`src/rtl/lc3_int_ctrl.sv`:
```
// LC-3 interrupt controller: edge-latched sources, priority arbitration,
// and a req/ack handshake that offers one vector at a time to the CPU.
module lc3_int_ctrl #(
   parameter int         N_SRC    = 8,
   parameter logic [7:0] VEC_BASE = 8'h80
) (
   input  logic               clk,
   input  logic               rst_n,
   input  logic [N_SRC-1:0]   irq,
   input  logic [N_SRC-1:0]   irq_en,
   input  logic [3*N_SRC-1:0] src_pri,
   input  logic [2:0]         cur_pri,
   input  logic               int_ack,
   output logic               int_req,
   output logic [7:0]         int_vec,
   output logic [2:0]         int_pri,
   output logic [N_SRC-1:0]   pending
);

   localparam int IW = 4;

   typedef enum logic [1:0] {
      IDLE,
      ARB,
      REQ,
      DONE
   } state_t;

   state_t           state;
   logic [N_SRC-1:0] irq_q;
   logic [N_SRC-1:0] irq_rise;
   logic [N_SRC-1:0] elig;
   logic [N_SRC-1:0] clr_mask;
   logic [IW-1:0]    win_idx;
   logic [IW-1:0]    best_idx;
   logic [2:0]       best_pri;
   logic             best_found;
   logic             win_elig;
   logic             ack_take;

   assign irq_rise = irq & ~irq_q;
   assign ack_take = (state == REQ) && int_ack;

   // Which sources may be offered right now
   always_comb begin
      elig = '0;
      for (int i = 0; i < N_SRC; i++) begin
         elig[i] = pending[i] & irq_en[i]
                 & (src_pri[3*i +: 3] > cur_pri);
      end
   end

   // Highest level wins; scanning upward with >= hands ties to the higher index
   always_comb begin
      best_found = 1'b0;
      best_pri   = '0;
      best_idx   = '0;
      for (int i = 0; i < N_SRC; i++) begin
         if (elig[i] && (!best_found || src_pri[3*i +: 3] >= best_pri)) begin
            best_found = 1'b1;
            best_pri   = src_pri[3*i +: 3];
            best_idx   = IW'(i);
         end
      end
   end

   // Eligibility of the latched winner and its clear mask on ack
   always_comb begin
      win_elig = 1'b0;
      clr_mask = '0;
      for (int i = 0; i < N_SRC; i++) begin
         if (win_idx == IW'(i)) begin
            win_elig    = elig[i];
            clr_mask[i] = ack_take;
         end
      end
   end

   // Edge history and pending latch; a new edge beats a same-cycle clear
   always_ff @(posedge clk or negedge rst_n) begin
      if (!rst_n) begin
         irq_q   <= '1;
         pending <= '0;
      end else begin
         irq_q   <= irq;
         pending <= (pending & ~clr_mask) | irq_rise;
      end
   end

   // Offer sequencing with registered handshake outputs
   always_ff @(posedge clk or negedge rst_n) begin
      if (!rst_n) begin
         state   <= IDLE;
         int_req <= 1'b0;
         int_vec <= '0;
         int_pri <= '0;
         win_idx <= '0;
      end else begin
         unique case (state)
            IDLE: begin
               if (|elig) begin
                  state <= ARB;
               end
            end
            ARB: begin
               if (best_found) begin
                  win_idx <= best_idx;
                  int_vec <= VEC_BASE + {4'b0000, best_idx};
                  int_pri <= best_pri;
                  int_req <= 1'b1;
                  state   <= REQ;
               end else begin
                  state <= IDLE;
               end
            end
            REQ: begin
               if (int_ack) begin
                  int_req <= 1'b0;
                  state   <= DONE;
               end else if (!win_elig) begin
                  int_req <= 1'b0;
                  state   <= IDLE;
               end
            end
            DONE: begin
               state <= IDLE;
            end
            default: begin
               int_req <= 1'b0;
               state   <= IDLE;
            end
         endcase
      end
   end

endmodule
```
`config.mk`:
```
export PLATFORM = sky130hd
export DESIGN_NAME = lc3_int_ctrl
export DESIGN_NICKNAME = d
export VERILOG_FILES = /design/src/rtl/lc3_int_ctrl.sv
export SDC_FILE = /design/constraint.sdc
export NUM_CORES = 1
export LEC_CHECK = 0
export BUFFER_PORTS_ARGS = -buffer_cell sky130_fd_sc_hd__buf_2
export CORE_ASPECT_RATIO = 0.7
export CORE_UTILIZATION = 49
export CTS_BUF_LIST = sky130_fd_sc_hd__clkbuf_16
export DETAILED_ROUTE_END_ITERATION = 8
export PLACE_DENSITY = 0.78
export SETUP_SLACK_MARGIN = 0.1
export SYNTH_ARGS = -nofsm -noshare
export SYNTH_HDL_FRONTEND = slang
export SYNTH_SLANG_ARGS = --single-unit
export TNS_END_PERCENT = 20
```
`constraint.sdc`:
```
create_clock -name clk -period 9.8 [get_ports clk]
set_input_delay 2.45 -clock clk [delete_from_list [all_inputs] [get_ports clk]]
set_output_delay 2.45 -clock clk [all_outputs]
set_load 0.02 [all_outputs]
```
Yosys cells after proc, flatten, opt, wreduce, memory -nomap -nowiden
Index checks and enable logic that the tools add are counted.
W data, S select, Z words.
{ "totals": {"output_inout_bits": 20, "input_bits": 46, "regBits": 34, "word_cells": 134} }
{ "classes": {"n_bitwise": 21, "n_reduce_logical": 29, "magnitude_cmp": 15, "addsub": 1, "eq_ne": 13, "muxes": 48} }
{ "op_table": {"columns": ["op", "count"], "rows": [
  ["$mux W1", 28],
  ["$gt A3 B3 Y1", 8],
  ["$mux W3", 8],
  ["$mux W4", 6],
  ["$ge A3 B3 Y1", 7],
  ["$and A1 B1 Y1", 16],
  ["$and A8 B8 Y8", 2],
  ["$eq A4 B3 Y1 const B", 4],
  ["$not A8 Y8", 2],
  ["$add A8 B4 Y8 const A", 1],
  ["$eq A4 B2 Y1 const B", 2],
  ["$logic_and A1 B1 Y1", 8],
  ["$mux W2", 4],
  ["$or A8 B8 Y8", 1],
  ["$pmux W2 S4", 1],
  ["$reduce_or A8 Y1", 1],
  ["$logic_not A1 Y1", 7],
  ["$logic_or A1 B1 Y1", 7],
  ["$eq A2 B2 Y1 const B", 2],
  ["$eq A4 B1 Y1 const B", 1],
  ["$logic_not A4 Y1", 1],
  ["$ne A2 B2 Y1 const B", 2],
  ["$reduce_and A2 Y1", 2],
  ["$ne A3 B3 Y1 const B", 1],
  ["other kinds (5)", 5]
]} }

Logic depth before layout (Yosys ltp)
{ "logic_depth": {"word_depth": 33, "ltp_mapped": 58, "depth_no_buf": 57} }

Worst setup path after synthesis
No wires, ideal clock.
{ "synth_timing": {"kind": "input to register", "from": "in cur_pri[2]", "to": "reg int_pri[0]", "t_required_ns": 9.676, "setup_ns": 0.124, "arrival_ns": 12.334, "path_stages": 58, "setup_slack_ns": -2.658, "path_buffers": 2, "path_cell_list": "inv_1 > ha_1 > and3_1 > a211o_1 > nor2_1 > ha_1 > nand2b_1 > a21o_1 > a211oi_2 > nor2_1 > a22o_1 > ha_1 > nand2b_1 > a21o_1 > a21o_1 > o21a_1 > a221oi_1 > nor2_1 > [... 22 more ...] > o21ai_0 > o22ai_1 > ha_1 > nand2b_1 > a21o_1 > a21oi_1 > or2_2 > o41a_1 > o22a_1 > o21ai_2 > ha_1 > nand2b_1 > a21o_1 > a21oi_1 > o21ai_1 > and2_2 > and3_2 > a211o_1"} }
{ "synth_via": {"elab_chain_cells": 32, "word_cells_on_any_way": 61, "classes_between": "order compare: 15; mux: 16; bitwise: 8; reduce/logical: 22"} }
{ "synth_rtl": {"columns": ["element", "line_no", "source"], "rows": [
  ["from (decl)", "12", "input logic [2:0] cur_pri,"],
  ["$gt A3 B3 Y1", "49", "& (src_pri[3*i +: 3] > cur_pri);"],
  ["$and A1 B1 Y1", "49", null],
  ["$mux W3 or $mux W1 (tied branches)", "59", "if (elig[i] && (!best_found || src_pri[3*i +: 3] >= best_pri)) begin"],
  ["$ge A3 B3 Y1 or $logic_not A1 Y1 (tied branches)", "59", null],
  ["$logic_or A1 B1 Y1", "59", null],
  ["$logic_and A1 B1 Y1", "59", null],
  ["$mux W3 or $mux W1 (tied branches)", "59", null],
  ["$ge A3 B3 Y1 or $logic_not A1 Y1 (tied branches)", "59", null],
  ["[... 16 more ...]", null, null],
  ["$logic_or A1 B1 Y1", "59", null],
  ["$logic_and A1 B1 Y1", "59", null],
  ["$mux W3 or $mux W1 (tied branches)", "59", null],
  ["$ge A3 B3 Y1 or $logic_not A1 Y1 (tied branches)", "59", null],
  ["$logic_or A1 B1 Y1", "59", null],
  ["$logic_and A1 B1 Y1", "59", null],
  ["$mux W1", "59", null],
  ["$reduce_and A2 Y1 (no line)", null, null],
  ["to (signal assigned)", "109", "int_pri <= best_pri;"],
  ["to (decl)", "16", "output logic [2:0] int_pri,"]
]} }
Parallel ways exist; a longest one is shown, timed or not.
A chain may end at the register's enable or synchronous reset.

Final worst setup path
{ "layout_timing": {"from": "in src_pri[0]", "to": "reg int_pri[0]"} }
{ "layout_via": {"elab_chain_cells": 32, "word_cells_on_any_way": 47, "classes_between": "order compare: 8; mux: 16; bitwise: 1; reduce/logical: 22"} }
{ "layout_rtl": {"columns": ["element", "line_no", "source"], "rows": [
  ["from (decl)", "11", "input logic [3*N_SRC-1:0] src_pri,"],
  ["$gt A3 B3 Y1", "49", null],
  ["$and A1 B1 Y1", "49", null],
  ["$mux W3 or $mux W1 (tied branches)", "59", null],
  ["$ge A3 B3 Y1 or $logic_not A1 Y1 (tied branches)", "59", null],
  ["$logic_or A1 B1 Y1", "59", null],
  ["$logic_and A1 B1 Y1", "59", null],
  ["$mux W3 or $mux W1 (tied branches)", "59", null],
  ["$ge A3 B3 Y1 or $logic_not A1 Y1 (tied branches)", "59", null],
  ["[... 16 more ...]", null, null],
  ["$logic_or A1 B1 Y1", "59", null],
  ["$logic_and A1 B1 Y1", "59", null],
  ["$mux W3 or $mux W1 (tied branches)", "59", null],
  ["$ge A3 B3 Y1 or $logic_not A1 Y1 (tied branches)", "59", null],
  ["$logic_or A1 B1 Y1", "59", null],
  ["$logic_and A1 B1 Y1", "59", null],
  ["$mux W1", "59", null],
  ["$reduce_and A2 Y1 (no line)", null, null]
]} }
Parallel ways exist; a longest one is shown, timed or not.

==> flow_summary_export.csv <==
group,metric,value,unit
hold_path,worstHoldPathType,"reg -> reg",
placed_design,routabilityCongestion,0.877,
logic_synthesis,cell_type_contributing_the_most_total_cell_area_after_synthesis,"sky130_fd_sc_hd__ha_1",
power,p_leak,0.00174,uW
critical_path,critPathCaptureType,"register",
logic_synthesis,synthesized_area_fraction_occupied_by_adder_cells,21.6,%
cells_and_area,nFillCells,389,
power,power_switching_share,41.1,%
cells_and_area,layout-drive-gt1-share,42.3,%
logic_synthesis,seq_area_frac_synth,25.3,%
cts,cts.path.max_buffers,2,
run_status,result_of_the_run,"complete, but fails checks",
routing,drt_iter0_drc,118,
logic_synthesis,synth_largest_type_area_fraction,21.6,%
timing,min_period_over_period,120,%
routing,remaining_drc_errors,0,
power,share_comb_of_total_power,59.2,%
critical_path,worst-path-max-fanout,6,
cts,numClockSinks,26,
cts,tritoncts,"built",
floorplanning,start_util,52.8,%
power,power_report.internal_total,366,uW
floorplanning,chipWidth,89.2,um
global_routing,grt_first_pass_wirelength,12200,um
hold_path,hp-start,"state[0]",
logic_synthesis,synth-seq-cells,26,
timing,min_period,11740,ps
job,max-cap-violations,0,
critical_path,startpoint_type,"primary input",
logic_synthesis,async_reset_ff_share,100,%
run_status,failed_checks,"negative setup slack",
logic_synthesis,syn_area_per_cell,9.05,sq um
routing,first_pass_iters,4,
logic_synthesis,post_synth_and_or_nand_nor_area_fraction,17.8,%
logic_synthesis,mux_cell_area_share_after_synthesis,2.11,%
cells_and_area,layout.cell_area.non_filler,3610,sq um
critical_path,critical-path-slowest-cell,"sky130_fd_sc_hd__ha_1",
critical_path,cp.required,9940,ps
timing,final.hold.worst_slack,487,ps
power,vdd_ir_drop_max,0.000132,V
critical_path,regToRegEndpoint,"int_pri[0]",
logic_synthesis,synth_edf_count,0,
logic_synthesis,ranking_of_synthesized_cells_by_area,"sky130_fd_sc_hd__ha_1 22%, sky130_fd_sc_hd__dfrtp_1 17%, sky130_fd_sc_hd__dfstp_2 8.1%, sky130_fd_sc_hd__inv_1 3.9%, sky130_fd_sc_hd__o21ai_0 3.8%",
critical_path,worst_path_most_repeated_cell,"sky130_fd_sc_hd__a21o_1",
global_routing,grtUsageTotal,28.2,%
hold_path,whs_path_depth,1,
cts,cts_root_cell,"sky130_fd_sc_hd__clkbuf_16",
routing,detail-route-antenna-nets,0,
floorplanning,io-pin-count,66,
logic_synthesis,synth-warning-count,0,
timing,timing.final.ws_setup,-1940,ps
cts,clkSlewWorstSetupHoldPaths,60,ps
floorplanning,die_height,63.0,um
cells_and_area,flow.area_growth_from_synthesis,38.4,%
floorplanning,fp.coreArea,4940,sq um
critical_path,critical-path-top-delay-family,"compound AO/OA/AOI/OAI gates",
timing,max_slew.worst_pin.slew,772,ps
timing,hold_viol_final,0,
logic_synthesis,synth_top_family_by_area,"compound AO/OA/AOI/OAI gates",
placed_design,dp.final_hpwl,6060,um
logic_synthesis,synth_compound_area_share,27.1,%
placed_design,postPlaceCellArea,3450,sq um
placed_design,place_inst,467,
timing,clock_tree_skew_after_final_layout,1.78,ps
logic_synthesis,syn-instance-count,288,
critical_path,critical_path_buf_inv_count,4,
cts,numCtsBuffers,3,
power,power_density,172,nW/um^2
logic_synthesis,yosys.cell_count.top_type,"sky130_fd_sc_hd__ha_1",
logic_synthesis,synth-xor-area-share,0,%
power,switchingPower,255,uW
critical_path,r2r_start,"pending[0]",
timing,setup_total_negative_slack,-11290,ps
cells_and_area,nets,496,
timing,setup-violations-final,6,
timing,maxSlewHeadroom,48.1,%
critical_path,wp_data_arrival,11880,ps
cells_and_area,instances_no_fill,473,
power,share_seq_of_total_power,26.4,%
cts,insertion_delay,260,ps
global_routing,pin_count_of_the_biggest_net_entering_global_routing,27,
timing,max_slew_violations,0,
floorplanning,die-area,5620,sq um
routing,finalWirelength,7480,um
logic_synthesis,predominant_post_synthesis_flop_cell,"sky130_fd_sc_hd__dfrtp_1",
hold_path,whs_endpoint,"state[0]",
logic_synthesis,post_synthesis_instance_area,2610,sq um
critical_path,r2r_cells,56,
routing,vias,2694,
logic_synthesis,yosysUniqueCellTypes,61,
routing,routed_wire_length_per_instance,15.8,um
floorplanning,placement_rows,21,
timing,fmax,85.2,MHz
placed_design,port_buffers,61,
critical_path,cpPeakStageDelay,300,ps
power,clockPowerShare,14.4,%
cells_and_area,number_of_diodes,0,
timing,grt_setup_unrepaired,"yes",
critical_path,worstSetupPathType,"in -> reg",
critical_path,regToRegSetupSlack,360,ps
logic_synthesis,synth.cells.most_frequent,"45 x sky130_fd_sc_hd__ha_1, 27 x sky130_fd_sc_hd__inv_1, 20 x sky130_fd_sc_hd__o21ai_0",
global_routing,initial_antenna_violation_count,0,
global_routing,global_route.overflow_total,0,
global_routing,grt_pass1_vias,2792,
cts,clock_tree.htree_level_count,1,
routing,detail_route.vias_per_cell,5.70,
-- power by group through the flow --
stage          Sequential, uW  Clock (uW)  Combinational, uW
6_report                  164        89.5                367
5_1_grt                   167        95.2                400
4_1_cts                   163        90.7                363
3_5_place_dp              165           0                343
3_3_place_gp              164           0                330
2_1_floorplan             179           0                197
-- layout by cell type (no fill, tap or decap), types with 5 or more instances in the layout --
master,Yosys,routed
sky130_fd_sc_hd__nor2b_1,5,5
sky130_fd_sc_hd__o21ai_0,20,18
sky130_fd_sc_hd__inv_1,27,25
sky130_fd_sc_hd__nor3_1,7,7
sky130_fd_sc_hd__buf_2,1,61
sky130_fd_sc_hd__a21o_1,12,12
sky130_fd_sc_hd__dfrtp_1,18,18
sky130_fd_sc_hd__a31oi_1,6,6
sky130_fd_sc_hd__nand3_1,12,11
sky130_fd_sc_hd__dfstp_2,8,8
sky130_fd_sc_hd__nor2_1,16,16
sky130_fd_sc_hd__ha_1,45,43
sky130_fd_sc_hd__nand2b_1,12,11
sky130_fd_sc_hd__nand2_1,9,8
sky130_fd_sc_hd__o21a_1,7,6
sky130_fd_sc_hd__a21oi_2,0,5
sky130_fd_sc_hd__a21oi_1,12,7
sky130_fd_sc_hd__buf_4,4,56
-- sequential cells by signal, summed over array words and instances, names as in the netlist --
name	cells
irq_q	8
pending	8
int_pri	3
int_req	1
win_idx	2
state	2
int_vec	2
-- worst max path at each step --
| stage | from | endpoint | slack, ps | cells past startpoint |
|---|---|---|---|---|
| after floorplan | cur_pri[2] | int_pri[0] | -1910 | 58 |
| after global placement | cur_pri[2] | int_pri[0] | -2030 | 56 |
| after detailed placement | src_pri[0] | win_idx[0] | -2310 | 58 |
| after CTS | src_pri[0] | int_pri[0] | -1910 | 58 |
| after global routing | src_pri[0] | int_pri[0] | -2470 | 58 |
| final | src_pri[0] | int_pri[0] | -1940 | 59 |
-- cell families (layout without fill, tap and decap cells) --
family,Yosys count,in the layout
flops,26,26
mux,3,3
other cells,1,4
compound gates,96,96
buf+inv,35,148
fa+ha+maj,45,45
simple gates,82,82
-- area by class of cell --
class | count | area, sq um | area share (%)
repair buffers | 117 | 726 | 20.1
clock buffers | 3 | 75.1 | 2.08
clock inverters | 1 | 3.75 | 0.104
well taps | 69 | 86.3 | 2.39
multi-input cells | 230 | 1950 | 54.0
flip-flops and latches | 26 | 661 | 18.3
inverters | 27 | 109 | 3.02
-- layer usage --
| metal | vias up | global-route usage [%] | part of all wire, % |
|---|---|---|---|
| met1 | 1272 | 39.2 | 46 |
| li1 | 1306 | - | - |
| met2 | 104 | 45.5 | 46 |
| met4 | 0 | 7.74 | 1.8 |
| met3 | 12 | 3.83 | 6.4 |
| met5 | - | 0 | 0 |
-- metrics by stage --
| step | worst slack [ps] | total power, uW | util, % |
|---|---|---|---|
| 2_1_floorplan | -1910 | 376 | - |
| 3_3_place_gp | -2030 | 494 | 69.8 |
| 3_5_place_dp | -2310 | 507 | 69.8 |
| 4_1_cts | -1910 | 617 | 72.9 |
| 5_1_grt | -2470 | 662 | 73.0 |
| 6_report | -1940 | 621 | 73.0 |
-- what timing repair did --
item	CTS	global route
hold buffers	0	0
buffers inserted	2	0
pin swaps	8	5
gates resized for setup	13	1
endpoints found under the setup margin	6	6
(Power assumes the default switching activity.)
